## src/rtl/axis_pkg.sv

```systemverilog
// Shared AXI-stream definitions: default widths, the beat record and the FIFO pointer width helper.
package axis_pkg;

  localparam int AXIS_DATA_W = 64;
  localparam int AXIS_USER_W = 1;

  typedef struct packed {
    logic [AXIS_DATA_W-1:0] data;
    logic                   last;
    logic [AXIS_USER_W-1:0] user;
  } axis_beat_t;

  // One extra MSB beyond the index distinguishes full from empty when indices match.
  function automatic int ptr_w(input int depth);
    return $clog2(depth) + 1;
  endfunction

endpackage

```

## src/rtl/axis_fifo_ram.sv

```systemverilog
// Beat storage for the egress FIFO: one synchronous write port, combinational read port.
module axis_fifo_ram #(
  parameter int DEPTH = 16,
  parameter int WIDTH = 66
) (
  input  logic                     clk,
  input  logic                     we,
  input  logic [$clog2(DEPTH)-1:0] waddr,
  input  logic [WIDTH-1:0]         wdata,
  input  logic [$clog2(DEPTH)-1:0] raddr,
  output logic [WIDTH-1:0]         rdata
);

  logic [WIDTH-1:0] mem [DEPTH];

  // Contents are deliberately not reset; the pointers alone define validity.
  always_ff @(posedge clk) begin
    if (we) begin
      mem[waddr] <= wdata;
    end
  end

  assign rdata = mem[raddr];

endmodule

```

## src/rtl/axis_egress_fifo.sv

```systemverilog
// Frame-aware first-word-fall-through AXI-stream FIFO ahead of axis_egress; tracks beats and whole frames held.
module axis_egress_fifo
  import axis_pkg::*;
#(
  parameter int DATA_WIDTH = AXIS_DATA_W,
  parameter int USER_WIDTH = AXIS_USER_W,
  parameter int DEPTH      = 16
) (
  input  logic                       clk,
  input  logic                       rst_n,
  input  logic [DATA_WIDTH-1:0]      s_tdata,
  input  logic                       s_tvalid,
  output logic                       s_tready,
  input  logic                       s_tlast,
  input  logic [USER_WIDTH-1:0]      s_tuser,
  output logic [DATA_WIDTH-1:0]      m_tdata,
  output logic                       m_tvalid,
  input  logic                       m_tready,
  output logic                       m_tlast,
  output logic [USER_WIDTH-1:0]      m_tuser,
  output logic [$clog2(DEPTH+1)-1:0] level,
  output logic [$clog2(DEPTH+1)-1:0] frames
);

  localparam int PW = ptr_w(DEPTH);
  localparam int AW = PW - 1;
  localparam int LW = $clog2(DEPTH + 1);
  localparam int BW = DATA_WIDTH + 1 + USER_WIDTH;

  if (DEPTH < 2 || (DEPTH & (DEPTH - 1)) != 0) begin : g_bad_depth
    $error("axis_egress_fifo: DEPTH must be a power of two and at least 2");
  end

  logic [PW-1:0] wr_ptr_q, wr_ptr_d;
  logic [PW-1:0] rd_ptr_q, rd_ptr_d;
  logic [LW-1:0] level_q, level_d;
  logic [LW-1:0] frames_q, frames_d;
  logic          ready_en_q, ready_en_d;

  logic          full;
  logic          empty;
  logic          push;
  logic          pop;
  logic [BW-1:0] wr_beat;
  logic [BW-1:0] rd_beat;

  assign full  = (wr_ptr_q[PW-1] != rd_ptr_q[PW-1]) && (wr_ptr_q[AW-1:0] == rd_ptr_q[AW-1:0]);
  assign empty = (wr_ptr_q == rd_ptr_q);

  // Ready depends only on local state so m_tready can never create a combinational path upstream.
  assign s_tready = ready_en_q & ~full;
  assign m_tvalid = ~empty;

  assign push = s_tvalid & s_tready;
  assign pop  = m_tvalid & m_tready;

  assign wr_beat = {s_tdata, s_tlast, s_tuser};
  assign {m_tdata, m_tlast, m_tuser} = rd_beat;

  assign level  = level_q;
  assign frames = frames_q;

  axis_fifo_ram #(
    .DEPTH (DEPTH),
    .WIDTH (BW)
  ) u_ram (
    .clk   (clk),
    .we    (push),
    .waddr (wr_ptr_q[AW-1:0]),
    .wdata (wr_beat),
    .raddr (rd_ptr_q[AW-1:0]),
    .rdata (rd_beat)
  );

  always_comb begin
    wr_ptr_d   = wr_ptr_q;
    rd_ptr_d   = rd_ptr_q;
    level_d    = level_q;
    frames_d   = frames_q;
    ready_en_d = 1'b1;

    if (push) begin
      wr_ptr_d = wr_ptr_q + PW'(1);
    end
    if (pop) begin
      rd_ptr_d = rd_ptr_q + PW'(1);
    end

    case ({push, pop})
      2'b10:   level_d = level_q + LW'(1);
      2'b01:   level_d = level_q - LW'(1);
      default: level_d = level_q;
    endcase

    // A frame counts once its tlast beat is stored and stops counting once that beat leaves.
    case ({push & s_tlast, pop & m_tlast})
      2'b10:   frames_d = frames_q + LW'(1);
      2'b01:   frames_d = frames_q - LW'(1);
      default: frames_d = frames_q;
    endcase
  end

  always_ff @(posedge clk or negedge rst_n) begin
    if (!rst_n) begin
      wr_ptr_q   <= '0;
      rd_ptr_q   <= '0;
      level_q    <= '0;
      frames_q   <= '0;
      ready_en_q <= 1'b0;
    end else begin
      wr_ptr_q   <= wr_ptr_d;
      rd_ptr_q   <= rd_ptr_d;
      level_q    <= level_d;
      frames_q   <= frames_d;
      ready_en_q <= ready_en_d;
    end
  end

endmodule

```

## config.mk

```make
export PLATFORM = sky130hd
export DESIGN_NAME = axis_egress_fifo
export DESIGN_NICKNAME = d
export VERILOG_FILES = /design/src/rtl/axis_pkg.sv /design/src/rtl/axis_fifo_ram.sv /design/src/rtl/axis_egress_fifo.sv
export SDC_FILE = /design/constraint.sdc
export NUM_CORES = 1
export LEC_CHECK = 0
export ABC_AREA = 1
export CORE_ASPECT_RATIO = 0.75
export CORE_MARGIN = 2
export CORE_UTILIZATION = 43
export CTS_CLUSTER_DIAMETER = 60
export DETAILED_ROUTE_END_ITERATION = 16
export GPL_TIMING_DRIVEN = 0
export PLACE_DENSITY_LB_ADDON = 0.05
export SYNTH_ARGS = -nofsm -noshare
export SYNTH_HDL_FRONTEND = slang
export SYNTH_SLANG_ARGS = --single-unit
export TNS_END_PERCENT = 50
```

## constraint.sdc

```tcl
create_clock -name clk -period 6.1 [get_ports clk]
set_clock_uncertainty 0.1 [all_clocks]
set_input_delay 1.83 -clock clk [delete_from_list [all_inputs] [get_ports clk]]
set_output_delay 1.83 -clock clk [all_outputs]
set_load 0.02 [all_outputs]
```

==> results of run 1 <==
worst max-delay path: cells and delay by family (launching register included):
| family | cells | cell delay [ps] |
|---|---|---|
| buffers and inverters | 4 | 2160 |
| and+or+nand+nor | 2 | 400 |
| AOI/OAI and AO/OA | 2 | 430 |
| DFF | 1 | 440 |
cells by family (layout without fill, tap and decap cells):
| logic type | count (synthesis) | in the layout |
|---|---|---|
| AOI/OAI and AO/OA | 724 | 724 |
| xor gates and xnor gates | 10 | 10 |
| other | 1 | 2 |
| and+or+nand+nor | 1399 | 1399 |
| DFF | 1077 | 1077 |
| buffers and inverters | 312 | 697 |
| adders and majority gates | 15 | 15 |
repair_timing:
item	in CTS	in global routing
gates resized for setup	6	9
endpoints found under the setup margin	38	7
pin swaps	0	0
layout by cell type, fill, tap and decap left out, types with 2 or more instances in the layout:
cell             Yosys  layout
clkbuf_1           105     123
o211ai_1           103     103
dfrtp_1             21      21
clkinv_2             0      17
buf_12               0      34
nand3_1            112     112
nand3b_1             3       3
nor2_1             870     854
clkinv_4             0       2
ha_1                13      13
clkinv_1             1      29
buf_4                7       7
nand3_2              2       2
clkbuf_2             0       9
buf_2               49      49
fa_1                 2       2
xor2_1               6       6
buf_16               0      10
bufinv_16            0       6
buf_6               23      23
a21o_1               2       2
buf_1               31      29
clkdlybuf4s50_1      0     147
nor2_4               0      16
edfxtp_1          1056    1056
nand4_1              5       5
xnor2_1              4       4
o21ai_1            156     156
nand2_1            406     406
clkbuf_16            0     111
clkinvlp_4           0       3
inv_1               93      93
o21ai_0            463     463
sequential cells by signal, summed over array words and instances (netlist names):
name and cells:
frames 5, level 5, rd_ptr_q 5, ready_en_q 1, u_ram.mem 1056, wr_ptr_q 5
final cells by class:
type                    instances  area [sq um]
plain buffers                 215          1100
fillers                      8638         48700
inverters                      96           363
flip-flops and latches       1077         32200
repair buffers                191          2430
clock buffers                 138          2880
well taps                    1326          1660
multi-input cells            2149          9730
clock inverters                57           419
diodes                          1          2.50
report_power, final:
group	internal, uW	switching, uW
clock	3560	2780
sequential	8490	113
combinational	3050	6710
routing by layer:
metal	global-route usage, %	routed length, microns
met1	39.4	61800
met2	35.9	54600
met3	5.48	11400
met4	5.18	2350
met5	0.0938	0
per-stage QoR:
step / hold slack (ps) / instance area, sq um
finish: 425 / 50800
detailed placement: 418 / 47500
global placement: 390 / 46400
global route: 444 / 50800
floorplan: 394 / 43300
CTS: 426 / 50800
how the worst max path moves through the flow:
stage / startpoint / to / slack (ps) / cells past startpoint
final: rd_ptr_q[1]$_DFFE_PN0P_ / m_tdata[11] / 20 / 8
after global routing: rd_ptr_q[1]$_DFFE_PN0P_ / m_tdata[11] / -40 / 8
after CTS: rd_ptr_q[2]$_DFFE_PN0P_ / m_tdata[61] / 30 / 8
after detailed placement: rd_ptr_q[2]$_DFFE_PN0P_ / m_tdata[61] / 320 / 8
after global placement: s_tvalid / u_ram.mem[7][38]$_DFFE_PP_ / -3820 / 4
after floorplan: s_tvalid / u_ram.mem[11][0]$_DFFE_PP_ / 650 / 3
==> flow_summary.ini, run 1 <==
[outcome]
status = finished, final reports clean

[setup_path]
r2r_end = frames[4]$_DFFE_PN0P_
r2r_slack_ps = 1940
crit_slowest_cell = clkbuf_1
worstPathArrival_ps = 4150
max_stage_delay_ps = 690
r2r_cells = 22
critPathKind = flop to output pin
end_kind = output pin
timing.critical_path.cells = buf_4, buf_2, clkbuf_1, o21ai_0, o211ai_1, nand3_1, nand2_1, clkdlybuf4s50_1
crit_fanout = 10
r2r-start = rd_ptr_q[0]$_DFFE_PN0P_
worstSetupStartpointType = flop
cp.required_ps = 4170

[cts]
cts_tree = done
htreeDepth = 3
cts_sinks = 1077
post_cts_buffers = 0
holdBufCountCts = 0
cts_buffers = 108
cts.path.max_buffers = 3
clkTransAtPathRegs_ps = 60
root_buffer = clkbuf_16
clock_insertion_delay_worst_skew_ps = 700

[synthesis]
synth_area_leaders = edfxtp_1 73%, nor2_1 7.5%, o21ai_0 5.4%
synthSimpleGateAreaFrac_pct = 12.5
synthFlopType = edfxtp_1
synth_top_family_by_area = simple AND/OR/NAND/NOR gates
synth_top_area_share_pct = 73.2
synth_top_cell_by_area = edfxtp_1
synth_common_cells = 1056 x edfxtp_1, 870 x nor2_1, 463 x o21ai_0, 406 x nand2_1, 156 x o21ai_1
synth_most_common_cell = edfxtp_1
syn-cell-area_sq_um = 43300
ys_seq_area_share_pct = 74.5
yosysWarnings = 0
syn_area_per_cell_sq_um = 12.2
syn_nets = 3623
yosys.area_share.adder_pct = 0.468
synthCells = 3538
synthXorXnorAreaFrac_pct = 0.202
synth_edf_count = 1056
ys_async_sr_fraction_pct = 1.95
synth.distinct_cells = 28
synth-compound-area-share_pct = 8.98
synthMuxAreaShare_pct = 0
ys_ff_latch = 1077

[route]
wl_microns = 130000
drt-initial-drc-count = 3408
ant_nets = 0
first_pass_iters = 6
wire_per_inst_microns = 24.8
routed-via-count = 28900
via_per_inst = 5.50
drcViolationCount = 0

[placed_design]
dp.final_hpwl_microns = 88700
place_congestion = 0.809
placed_cells = 5055
portBuffers = 147
dp_slack_ps = 316

[timing]
fin_setup_tns_ps = 0
period_share_pct = 99.7
clock.fmax_mhz = 164
rsz0062_at_grt = yes
worst_slew_pin_slew_ps = 1180
finalWorstSetupSlack_ps = 17.5
final-hold-violation-count = 0
finalSetupViolCount = 0
timing.slew.headroom_pct = 21.2
finalMaxSlewViolations = 0
min_period_ps = 6080

[floorplanning]
die-width_microns = 370
num_rows = 100
die-area_sq_um = 103000
ios = 148
die_h_microns = 279
start_util_pct = 43.5
core_sq_um = 99500

[min_path]
hold_path.class = flop to flop
hold_end = level[0]$_DFFE_PN0P_
whs_path_depth = 1
hp-start = level[0]$_DFFE_PN0P_

[grt]
grt_pass1_vias = 27800
grt_max_degree = 26
antenna_found_initial = 3
grt_first_pass_wirelength_microns = 189000
grt_remaining_overflow = 0
grt_usage_pct = 25.2

[finish]
area_growth_pct = 17.4
final_core_util_pct = 51.1
drive_above_1_share_pct = 7.52
nets = 3923
layout.cells.non_filler = 5250

[power_and_ir_drop]
power_density_nw_per_um2 = 486
p_leak_uw = 0.0172
peakVddDrop_mv = 0.289
p_total_uw = 24700

[job]
drv_cap = 0
No activity file was read; power rests on OpenSTA's default activity.
==> run 2: changes to the inputs <==
--- a/config.mk
+++ b/config.mk
@@ -11,7 +11,6 @@
 export CORE_UTILIZATION = 43
 export CTS_CLUSTER_DIAMETER = 60
 export DETAILED_ROUTE_END_ITERATION = 16
-export GPL_TIMING_DRIVEN = 0
 export PLACE_DENSITY_LB_ADDON = 0.05
 export SYNTH_ARGS = -nofsm -noshare
 export SYNTH_HDL_FRONTEND = slang
==> run 2 against run 1 <==
Via count down 5.3%. Critical path type unchanged. Worst hold slack improved by 7.3 ps. Die area stayed put. Power fell by 3.3%. Utilization shrank 0.90 points. Combinational power shrank 14%.
==> flow_summary.ini, run 2 (synthesis gave the netlist of run 1 again) <==
[finish]
final_core_util_pct = 50.2
drive_above_1_share_pct = 6.68
area_growth_pct = 15.3
layout.cells.non_filler = 5069
final_common_cell = edfxtp_1
largest_reg_flops = 1056
regMostFlops = u_ram.mem
nets = 3733
most-common-layout-cells = 1056 x edfxtp_1, 853 x nor2_1, 463 x o21ai_0

[timing]
final-hold-violation-count = 0
finalSetupViolCount = 0
finalMaxSlewViolations = 0
rsz0062_at_grt = no
timing.slew.headroom_pct = 23.3
min_period_ps = 5700
fin_setup_tns_ps = 0
period_share_pct = 93.5
clock.fmax_mhz = 175
worst_slew_pin_slew_ps = 1150

[route]
ant_nets = 0
drcViolationCount = 0
routed-via-count = 27300
first_pass_iters = 6
via_per_inst = 5.39
drt-initial-drc-count = 2753
wire_per_inst_microns = 23.2
wl_microns = 118000

[grt]
grt_pass1_vias = 26300
grt_max_degree = 182
grt_usage_pct = 22.6
antenna_found_initial = 4
grt_remaining_overflow = 0
grt_first_pass_wirelength_microns = 174000

[outcome]
status = finished, final reports clean

[min_path]
hold_end = level[4]$_DFFE_PN0P_
hold_path.class = flop to flop
whs_path_depth = 2
hp-start = level[4]$_DFFE_PN0P_

[cts]
clkTransAtPathRegs_ps = 70
holdBufCountCts = 0
cts_buffers = 109
cts.path.max_buffers = 3
post_cts_buffers = 0
cts_tree = done
root_buffer = clkbuf_16
clock_insertion_delay_worst_skew_ps = 680
cts_sinks = 1077
post_cts_resize_count = 0
htreeDepth = 3

[floorplanning]
die-width_microns = 370
start_util_pct = 43.5
die-area_sq_um = 103000
num_rows = 100
die_h_microns = 279
core_sq_um = 99500
ios = 148

[setup_path]
cp.required_ps = 4170
worstSetupStartpointType = flop
crit_start = rd_ptr_q[0]$_DFFE_PN0P_
r2r_slack_ps = 1440
critPathKind = flop to output pin
end_kind = output pin
worstPathArrival_ps = 3770
r2r-start = rd_ptr_q[0]$_DFFE_PN0P_
crit_fanout = 181
r2r_end = u_ram.mem[10][22]$_DFFE_PP_
r2r_cells = 9

[placed_design]
portBuffers = 147
dp.final_hpwl_microns = 58800
place_congestion = 0.834
placed_cells = 4863

[power_and_ir_drop]
peakVddDrop_mv = 0.471
p_leak_uw = 0.0168
power_density_nw_per_um2 = 478

[job]
drv_cap = 0
run 2: per-stage QoR:
stage / setup WS [ps] / total power [uW] / hold slack (ps) / area [sq um]
floorplan: 645 / 14100 / 394 / 43300
global placement: 1070 / 17300 / 391 / 46300
detailed placement: 1090 / 17400 / 425 / 46300
CTS: 330 / 24100 / 439 / 49900
global route: 145 / 25200 / 463 / 49900
finish: 395 / 23900 / 433 / 49900
run 2: final cells by class:
cell class                 instances  area [sq um]
fill                            8655         49500
sequential                      1077         32200
antenna                            2          5.00
tap                             1326          1660
inverter                          96           385
clock buffer                     141          2950
timing repair buffer             215          2310
multi-input combinational       2149          9740
clock inverter                    63           628
run 2: layer usage:
metal,share of wire (%),global-route usage [%]
met5,0.040,0
met4,1.6,4.92
met3,6.0,3.46
met2,45,33.9
met1,48,34.9
run 2: power by group:
| group | switching (uW) | leakage (uW) | internal, uW |
|---|---|---|---|
| logic | 5630 | 0.00533 | 2780 |
| registers | 270 | 0.00977 | 8500 |
| clock network | 2790 | 0.00174 | 3910 |
| total | 8690 | 0.0168 | 15200 |
run 2: worst max-delay path, stage by stage (launching register included):
cell and delay [ps]:
dfrtp_4 740, inv_16 480, buf_4 400, o21ai_0 150, nand2_1 90, nand2_1 100, nand2_1 110, inv_1 40
nand2_1 160, clkdlybuf4s50_1 650
run 2: worst max-delay path by stage:
stage / to / depth (start not counted) / slack, ps
after global routing: m_tdata[55] / 10 / 150
after CTS: m_tdata[47] / 9 / 330
after global placement: m_tdata[47] / 9 / 1070
final: m_tdata[47] / 9 / 400
after floorplan: u_ram.mem[11][0]$_DFFE_PP_ / 3 / 650
after detailed placement: m_tdata[47] / 9 / 1090
